===== src/rtl/rx_fifo_pkg.sv =====
// rtl/rx_fifo_pkg.sv - shared types and default sizes for the packet FIFO
package rx_fifo_pkg;

    typedef enum logic [1:0] {
        IDLE = 2'd0,
        RECV = 2'd1,
        DROP = 2'd2
    } fifo_state_t;

    localparam int DEF_DATA_WIDTH = 8;
    localparam int DEF_ADDR_BITS  = 4;

endpackage


===== src/rtl/fifo_regfile.sv =====
// rtl/fifo_regfile.sv - unreset storage array, sync write, async read
module fifo_regfile #(
    parameter int DATA_WIDTH = 8,
    parameter int ADDR_BITS  = 4
) (
    input  logic                  clk,
    input  logic                  we,
    input  logic [ADDR_BITS-1:0]  waddr,
    input  logic [DATA_WIDTH-1:0] wdata,
    input  logic [ADDR_BITS-1:0]  raddr,
    output logic [DATA_WIDTH-1:0] rdata
);

    logic [DATA_WIDTH-1:0] mem [0:(1<<ADDR_BITS)-1];

    // Write port: storage is deliberately not reset
    always_ff @(posedge clk) begin
        if (we) begin
            mem[waddr] <= wdata;
        end
    end

    assign rdata = mem[raddr];

endmodule


===== src/rtl/rx_packet_fifo.sv =====
// rtl/rx_packet_fifo.sv - packet-aware byte FIFO with commit/rollback
module rx_packet_fifo
    import rx_fifo_pkg::*;
#(
    parameter int DATA_WIDTH = DEF_DATA_WIDTH,
    parameter int ADDR_BITS  = DEF_ADDR_BITS
) (
    input  logic                  clk,
    input  logic                  n_rst,
    input  logic                  clear,
    input  logic                  pkt_start,
    input  logic                  wr_en,
    input  logic [DATA_WIDTH-1:0] wr_data,
    input  logic                  pkt_commit,
    input  logic                  pkt_error,
    input  logic                  rd_en,
    output logic [DATA_WIDTH-1:0] rd_data,
    output logic                  fifo_full,
    output logic                  fifo_empty,
    output logic [ADDR_BITS:0]    count_out,
    output logic                  overflow
);

    localparam logic [ADDR_BITS:0] PTR_ONE  = {{ADDR_BITS{1'b0}}, 1'b1};
    localparam logic [ADDR_BITS:0] FULL_CNT = {1'b1, {ADDR_BITS{1'b0}}};

    fifo_state_t        state, state_nxt;
    logic [ADDR_BITS:0] rd_ptr, cwr_ptr, twr_ptr;
    logic [ADDR_BITS:0] cwr_nxt, twr_nxt;
    logic               ovf_nxt;
    logic               mem_we;
    logic [ADDR_BITS:0] tent_cnt;

    // Flags depend only on registered pointers
    assign count_out  = cwr_ptr - rd_ptr;
    assign tent_cnt   = twr_ptr - rd_ptr;
    assign fifo_empty = (count_out == '0);
    assign fifo_full  = (tent_cnt == FULL_CNT);

    fifo_regfile #(
        .DATA_WIDTH (DATA_WIDTH),
        .ADDR_BITS  (ADDR_BITS)
    ) u_regfile (
        .clk   (clk),
        .we    (mem_we),
        .waddr (twr_ptr[ADDR_BITS-1:0]),
        .wdata (wr_data),
        .raddr (rd_ptr[ADDR_BITS-1:0]),
        .rdata (rd_data)
    );

    // Next-state and write-pointer decisions; error > start > commit > write
    always_comb begin
        state_nxt = state;
        cwr_nxt   = cwr_ptr;
        twr_nxt   = twr_ptr;
        ovf_nxt   = overflow;
        mem_we    = 1'b0;
        case (state)
            IDLE: begin
                if (pkt_start) begin
                    twr_nxt   = cwr_ptr;
                    state_nxt = RECV;
                end
            end
            RECV: begin
                if (pkt_error) begin
                    twr_nxt   = cwr_ptr;
                    state_nxt = IDLE;
                end else if (pkt_start) begin
                    // restart drops the partial packet; a same-cycle write is discarded
                    twr_nxt = cwr_ptr;
                end else if (pkt_commit) begin
                    // a byte arriving with the commit is part of the packet
                    if (wr_en && !fifo_full) begin
                        mem_we  = 1'b1;
                        twr_nxt = twr_ptr + PTR_ONE;
                    end
                    cwr_nxt   = twr_nxt;
                    state_nxt = IDLE;
                end else if (wr_en) begin
                    if (!fifo_full) begin
                        mem_we  = 1'b1;
                        twr_nxt = twr_ptr + PTR_ONE;
                    end else begin
                        ovf_nxt   = 1'b1;
                        state_nxt = DROP;
                    end
                end
            end
            DROP: begin
                if (pkt_error || pkt_start || pkt_commit) begin
                    twr_nxt   = cwr_ptr;
                    ovf_nxt   = 1'b0;
                    state_nxt = (!pkt_error && pkt_start) ? RECV : IDLE;
                end
            end
            default: begin
                twr_nxt   = cwr_ptr;
                ovf_nxt   = 1'b0;
                state_nxt = IDLE;
            end
        endcase
    end

    // Pointer, FSM and overflow registers; clear flushes everything
    always_ff @(posedge clk or negedge n_rst) begin
        if (!n_rst) begin
            state    <= IDLE;
            rd_ptr   <= '0;
            cwr_ptr  <= '0;
            twr_ptr  <= '0;
            overflow <= 1'b0;
        end else if (clear) begin
            state    <= IDLE;
            rd_ptr   <= '0;
            cwr_ptr  <= '0;
            twr_ptr  <= '0;
            overflow <= 1'b0;
        end else begin
            state    <= state_nxt;
            cwr_ptr  <= cwr_nxt;
            twr_ptr  <= twr_nxt;
            overflow <= ovf_nxt;
            if (rd_en && !fifo_empty) begin
                rd_ptr <= rd_ptr + PTR_ONE;
            end
        end
    end

endmodule


===== config.mk =====
export PLATFORM = sky130hd
export DESIGN_NAME = rx_packet_fifo
export DESIGN_NICKNAME = d
export VERILOG_FILES = /design/src/rtl/rx_fifo_pkg.sv /design/src/rtl/fifo_regfile.sv /design/src/rtl/rx_packet_fifo.sv
export SDC_FILE = /design/constraint.sdc
export NUM_CORES = 1
export LEC_CHECK = 0
export ABC_AREA = 1
export CORE_MARGIN = 10
export CORE_UTILIZATION = 33
export DETAILED_ROUTE_END_ITERATION = 8
export PLACE_DENSITY = 0.59
export SLEW_MARGIN = 25
export SYNTH_ARGS = -nofsm -noshare
export SYNTH_HDL_FRONTEND = slang
export SYNTH_SLANG_ARGS = --single-unit

===== constraint.sdc =====
create_clock -name clk -period 3.7 [get_ports clk]
set_input_delay 0.555 -clock clk [delete_from_list [all_inputs] [get_ports clk]]
set_output_delay 0.555 -clock clk [all_outputs]
set_load 0.05 [all_outputs]

After elaboration in Yosys (flattened, before gate mapping)
Memory sizes are Yosys's and may differ from the RTL's.
Cells that the tools add are included.
- eq/ne operators: 18
- reductions and logical operators: 17
- muxes and demuxes: 44
- add/subtract/negate cells: 4
- operators by type and width (operator ; count):
    $mux W5 ; 16
    $ne A3 B3 Y1 const B ; 7
    $mux W1 ; 17
    $mux W2 ; 8
    $pmux W5 S3 ; 1
    $ne A6 B6 Y1 const B ; 2
    $add A5 B1 Y5 const B ; 2
    $ne A5 B5 Y1 const B ; 2
    $sub A5 B5 Y5 ; 2
    $reduce_and A4 Y1 ; 2
    $reduce_and A7 Y1 ; 1
    $ne A2 B2 Y1 const B ; 3
    $pmux W2 S3 ; 1
    $reduce_bool A2 Y1 ; 3
    $eq A5 B5 Y1 const B ; 1
    $logic_not A5 Y1 ; 1
    $reduce_and A5 Y1 ; 1
    $ne A4 B4 Y1 const B ; 1
    $logic_and A1 B1 Y1 ; 3
    $logic_not A1 Y1 ; 3
    $pmux W1 S3 ; 1
    $eq A2 B1 Y1 const B ; 1
    $eq A2 B2 Y1 const B ; 1
    $logic_not A2 Y1 ; 1
    $logic_or A1 B1 Y1 ; 2
- memories: 1
- register bits: 18
- word-level logic and storage cells: 89
- memory bits (writable): 128
- memories (memory ; depth ; width ; read ports ; clocked after memory_dff ; wr ports ; line ; text):
    u_regfile.mem ; 16 ; 8 ; 1 ; 0 ; 1 ; fifo_regfile.sv:14 ; logic [DATA_WIDTH-1:0] mem [0:(1<<ADDR_BITS)-1];

Longest topological paths before layout
Gate-level depths: netlist of run 1.
- word-level depth: 11
- gate-level depth with buffers: 15
- gate-level depth less buffers: 14

By module
From an unflattened synthesis of run 1, not the netlist that was laid out.
- cell total of the unflattened synthesis: 755
- area, all modules: 7125.6 µm²
- modules (own cells, without submodules) (module ; area each (µm²) ; instances ; cells each ; seq. area each (µm²)):
    fifo_regfile ; 5606.6 ; 1 ; 543 ; 3843.7
    rx_packet_fifo ; 1519.0 ; 1 ; 212 ; 450.4

Least setup slack after synthesis of run 1
Ideal clock, no wire load.
- kind: reg-to-output
- start: register rd_ptr[0]
- end: output port fifo_empty
- path buffers: 0
- cell stages (with the launch flop): 7
- required time: 3145 ps
- path slack: 708 ps
- arrival: 2437 ps
- cells stage by stage: dfrtp_1 > ha_1 > fa_1 > xnor2_1 > nor3_1 > nand3_2 > inv_1
- word-level cells in the longest chain between the ends: 2
- RTL lines (element ; line ; text):
    start: declaration ; rx_packet_fifo.sv:28 ; logic [ADDR_BITS:0] rd_ptr, cwr_ptr, twr_ptr;
    start signal: assignment ; rx_packet_fifo.sv:126 ; rd_ptr <= rd_ptr + PTR_ONE;
    $sub A5 B5 Y5 ; rx_packet_fifo.sv:35 ; assign count_out = cwr_ptr - rd_ptr;
    via count_out[2] ; rx_packet_fifo.sv:20 ; output logic [ADDR_BITS:0] count_out,
    $logic_not A5 Y1 ; rx_packet_fifo.sv:37 ; assign fifo_empty = (count_out == '0);
    end: declaration ; rx_packet_fifo.sv:19 ; output logic fifo_empty,
The timed path passes the listed nets, and every way through them passes these cells.

Worst setup path after layout of run 1
- start: register rd_ptr[0]
- end: output port count_out[4]
- word-level cells in the longest chain between the ends: 1
- RTL lines (element ; line):
    $sub A5 B5 Y5 ; rx_packet_fifo.sv:35
    end: declaration ; rx_packet_fifo.sv:20
Every way passes these cells.

==> results of run 1 <==
==> worst paths after layout <==
kind | depth (start not counted) | endpoint | slack, ns | startpoint
max | 6 | count_out[4] | 0.46 | rd_ptr[0]
min | 2 | overflow | 0.53 | overflow
max reg2reg | 11 | u_regfile.mem[13][3] | 0.99 | rd_ptr[3]
min reg2reg | 2 | overflow | 0.53 | overflow
max in group asynchronous | 1 | rd_ptr[0] | 2.48 | n_rst
min in group asynchronous | 1 | overflow | 0.63 | n_rst
==> tightest hold or removal path, stage by stage, from the launching register on <==
cell and delay [ns]:
sky130_fd_sc_hd__dfrtp_1 0.38, sky130_fd_sc_hd__inv_1 0.06, sky130_fd_sc_hd__a21oi_1 0.06
==> cells by family (layout without fill, tap and decap cells) <==
family / Yosys count / after routing / share of synthesized area [%]
adders and majority gates: 14 / 14 / 2.770
xor gates and xnor gates: 10 / 10 / 1.328
buffers and inverters: 67 / 122 / 4.080
and+or+nand+nor: 248 / 248 / 16.24
DFF: 146 / 146 / 65.12
AOI/OAI and AO/OA: 119 / 119 / 10.46
==> metrics by stage <==
stage | instances | total power, W | util [%]
2_1_floorplan | 604 | 0.002595 | -
3_3_place_gp | 892 | 0.002969 | 37.18
3_5_place_dp | 892 | 0.002986 | 37.18
4_1_cts | 924 | 0.004479 | 39.85
5_1_grt | 924 | 0.004659 | 39.85
6_report | 924 | 0.004446 | 39.85
==> synth_stat cells, drive strengths merged (9+ instances only) <==
library cell,count,share of area [%]
dfrtp,18,6.8
edfxtp,128,58
nand3,46,3.7
ha,13,2.5
clkbuf,18,1.0
buf,9,0.78
nor2,102,6.2
o22ai,20,1.9
o221ai,12,1.6
nand2,88,5.2
a21oi,10,0.76
o21ai,72,5.6
inv,38,2.2
==> registers in the layout, indices dropped and copies added, names as in the netlist <==
signal / count
u_regfile.mem: 128
cwr_ptr: 5
rd_ptr: 5
twr_ptr: 5
state: 2
overflow: 1
==> metal layers <==
metal / share of wire [%] / up-vias
met5: 0 / -
met3: 5.2 / 35
li1: - / 2223
met2: 46 / 141
met4: 3.5 / 0
met1: 46 / 2297
==> area by class of cell <==
type | count | share of cell area (%)
flip-flops and latches | 146 | 55.02
well taps | 265 | 4.247
clock buffers | 18 | 5.498
repair buffers | 50 | 6.091
clock inverters | 14 | 1.202
inverters | 40 | 1.923
multi-input cells | 391 | 26.01
==> where the power goes <==
part | switching [W] | leakage [nW] | internal [W] | total (W)
clock network | 0.000648 | 0.236 | 0.000847 | 0.00150
registers | 0.0000208 | 1.40 | 0.00181 | 0.00183
logic | 0.000770 | 1.20 | 0.000348 | 0.00112
total | 0.00144 | 2.83 | 0.00301 | 0.00445
==> impl_metrics.py, run 1 <==
metrics = {
    "placement": {
        "io_buffer_count": 31,
        "place_congestion": 0.8600,
        "placement.setup.worst_slack_ns": 0.7898,
        "dp_hpwl_um": 10550,
        "place_area_mm2": 0.007283,
    },
    "detailed_routing": {
        "count_of_unresolved_drc_violations_after_routing": 0,
        "route.antenna.remaining_nets": 0,
        "routed_wl_um": 15970,
        "firstDrtPassIters": 5,
        "detail_route.wl_per_cell_um": 17.29,
        "drt_iter0_drc": 466,
        "detail_route.vias_per_cell": 5.082,
        "route.vias.total": 4696,
    },
    "grt": {
        "grt_antenna_before_repair": 0,
        "grt_use_met1_pct": 16.11,
        "first_global_vias": 4683,
        "overflow": 0,
        "grt.met3_usage_pct": 2.847,
        "grt_first_pass_wirelength_um": 25370,
        "grt_start_max_net_pins": 47,
        "gr-usage-all-layers_pct": 12.45,
        "grt_util_met2_pct": 19.06,
        "busiest_layer": "met2",
    },
    "setup_path": {
        "required_ns": 3.14,
        "path_class": "flip-flop to primary output",
        "path_max_fanout": 4,
        "worst_setup_path_start_kind": "flip-flop",
        "list_of_cells_traversed_by_the_critical_path": "ha_1 > fa_1 > o21ai_1 > xor2_1 > inv_1 > clkdlybuf4s50_1",
        "slowest_stage": "sky130_fd_sc_hd__clkdlybuf4s50_1",
        "cp_num_buf_inv": 2,
        "crit_path_end_kind": "primary output",
        "worst-endpoint-arrival_ns": 2.69,
        "critical_path.top_delay_family": "buffers and inverters",
        "critical-path-max-stage-delay_ns": 0.71,
    },
    "cts": {
        "htreeDepth": 4,
        "ctsRootBufferMaster": "sky130_fd_sc_hd__clkbuf_16",
        "tritoncts": "done",
        "post_cts_setup_buffer_count": 0,
        "post_cts_hold_buffer_count": 0,
        "cts.clk_slew.worst_paths_ns": 0.06,
        "tritoncts_num_sinks": 146,
        "resized_gates_after_cts": 0,
        "worstSkewPairLatency_ns": 0.42,
        "cts_inserted_buffers": 17,
        "clock_path_buffers": 2,
    },
    "timing": {
        "layout_setup_ws_ns": 0.4575,
        "fin_worst_skew_ns": 0.009216,
        "setup_viol": 0,
        "worst-slew-pin-transition_ns": 0.8625,
        "hold_violations": 0,
        "min_period_over_period_pct": 87.64,
        "whs_ns": 0.5336,
        "slew_headroom_pct": 42.32,
        "timing.final.max_slew_violations": 0,
        "rsz_0062_raised_after_global_routing": "no",
        "min_period_ns": 3.243,
        "fin_setup_tns_ns": 0,
        "max_freq_mhz": 308.4,
    },
    "die": {
        "initial_core_util_pct": 33.66,
        "core_region_area_mm2": 0.01959,
        "io_pins": 32,
        "die_height_um": 161.4,
        "die_area_mm2": 0.02604,
        "die_width_um": 161.4,
        "num_rows": 51,
    },
    "cells_and_area": {
        "final_std_cell_area_no_fill_mm2": 0.007806,
        "area.growth.synth_to_final_pct": 18.39,
        "antenna_cells_inserted": 0,
        "multiInputGateArea_mm2": 0.002031,
        "commonest_non_fill_non_tap_cells_in_the_layout": "sky130_fd_sc_hd__edfxtp_1 (128), sky130_fd_sc_hd__nor2_1 (98), sky130_fd_sc_hd__nand2_1 (86), sky130_fd_sc_hd__o21ai_0 (70), sky130_fd_sc_hd__nand3_1 (43)",
        "mostFrequentLayoutCell": "sky130_fd_sc_hd__edfxtp_1",
        "register_area_mm2": 0.004295,
        "final_net_count": 676,
        "fillcell_total": 1865,
        "drive_gt1_share_pct": 11.84,
    },
    "yosys": {
        "ys_ff_latch": 146,
        "post_synth_num_cell_types": 30,
        "syn-mean-instance-area_um2": 10.92,
        "yosysSeqAreaShare_pct": 65.12,
        "mappedNetlistNets": 634,
        "syn_inst": 604,
        "asyncSetResetFlopFracSynth_pct": 12.33,
        "synth.cell_area_mm2": 0.006594,
        "synth-main-ff-cell": "sky130_fd_sc_hd__edfxtp_1",
        "synth_enable_flop_cells": 128,
        "ys_warn_count": 0,
    },
    "power": {
        "p_leak_nw": 2.830,
        "max-vdd-ir-drop_v": 0.0004083,
        "cellPowerDensity_mw_per_mm2": 569.6,
    },
    "hold_path": {
        "holdCritPathClass": "flip-flop to flip-flop",
    },
    "flow_run": {
        "maxCapViolations": 0,
    },
    "run_status": {
        "outcome": "finished, final reports clean",
    },
}
(Power assumes the default switching activity.)
==> inputs of run 2 (changes only) <==
--- a/config.mk
+++ b/config.mk
@@ -6,6 +6,7 @@
 export NUM_CORES = 1
 export LEC_CHECK = 0
 export ABC_AREA = 1
+export CAP_MARGIN = 10
 export CORE_MARGIN = 10
 export CORE_UTILIZATION = 33
 export DETAILED_ROUTE_END_ITERATION = 8
==> results of run 2 <==
Final layout, timing and power as in run 1 (identical DEF).
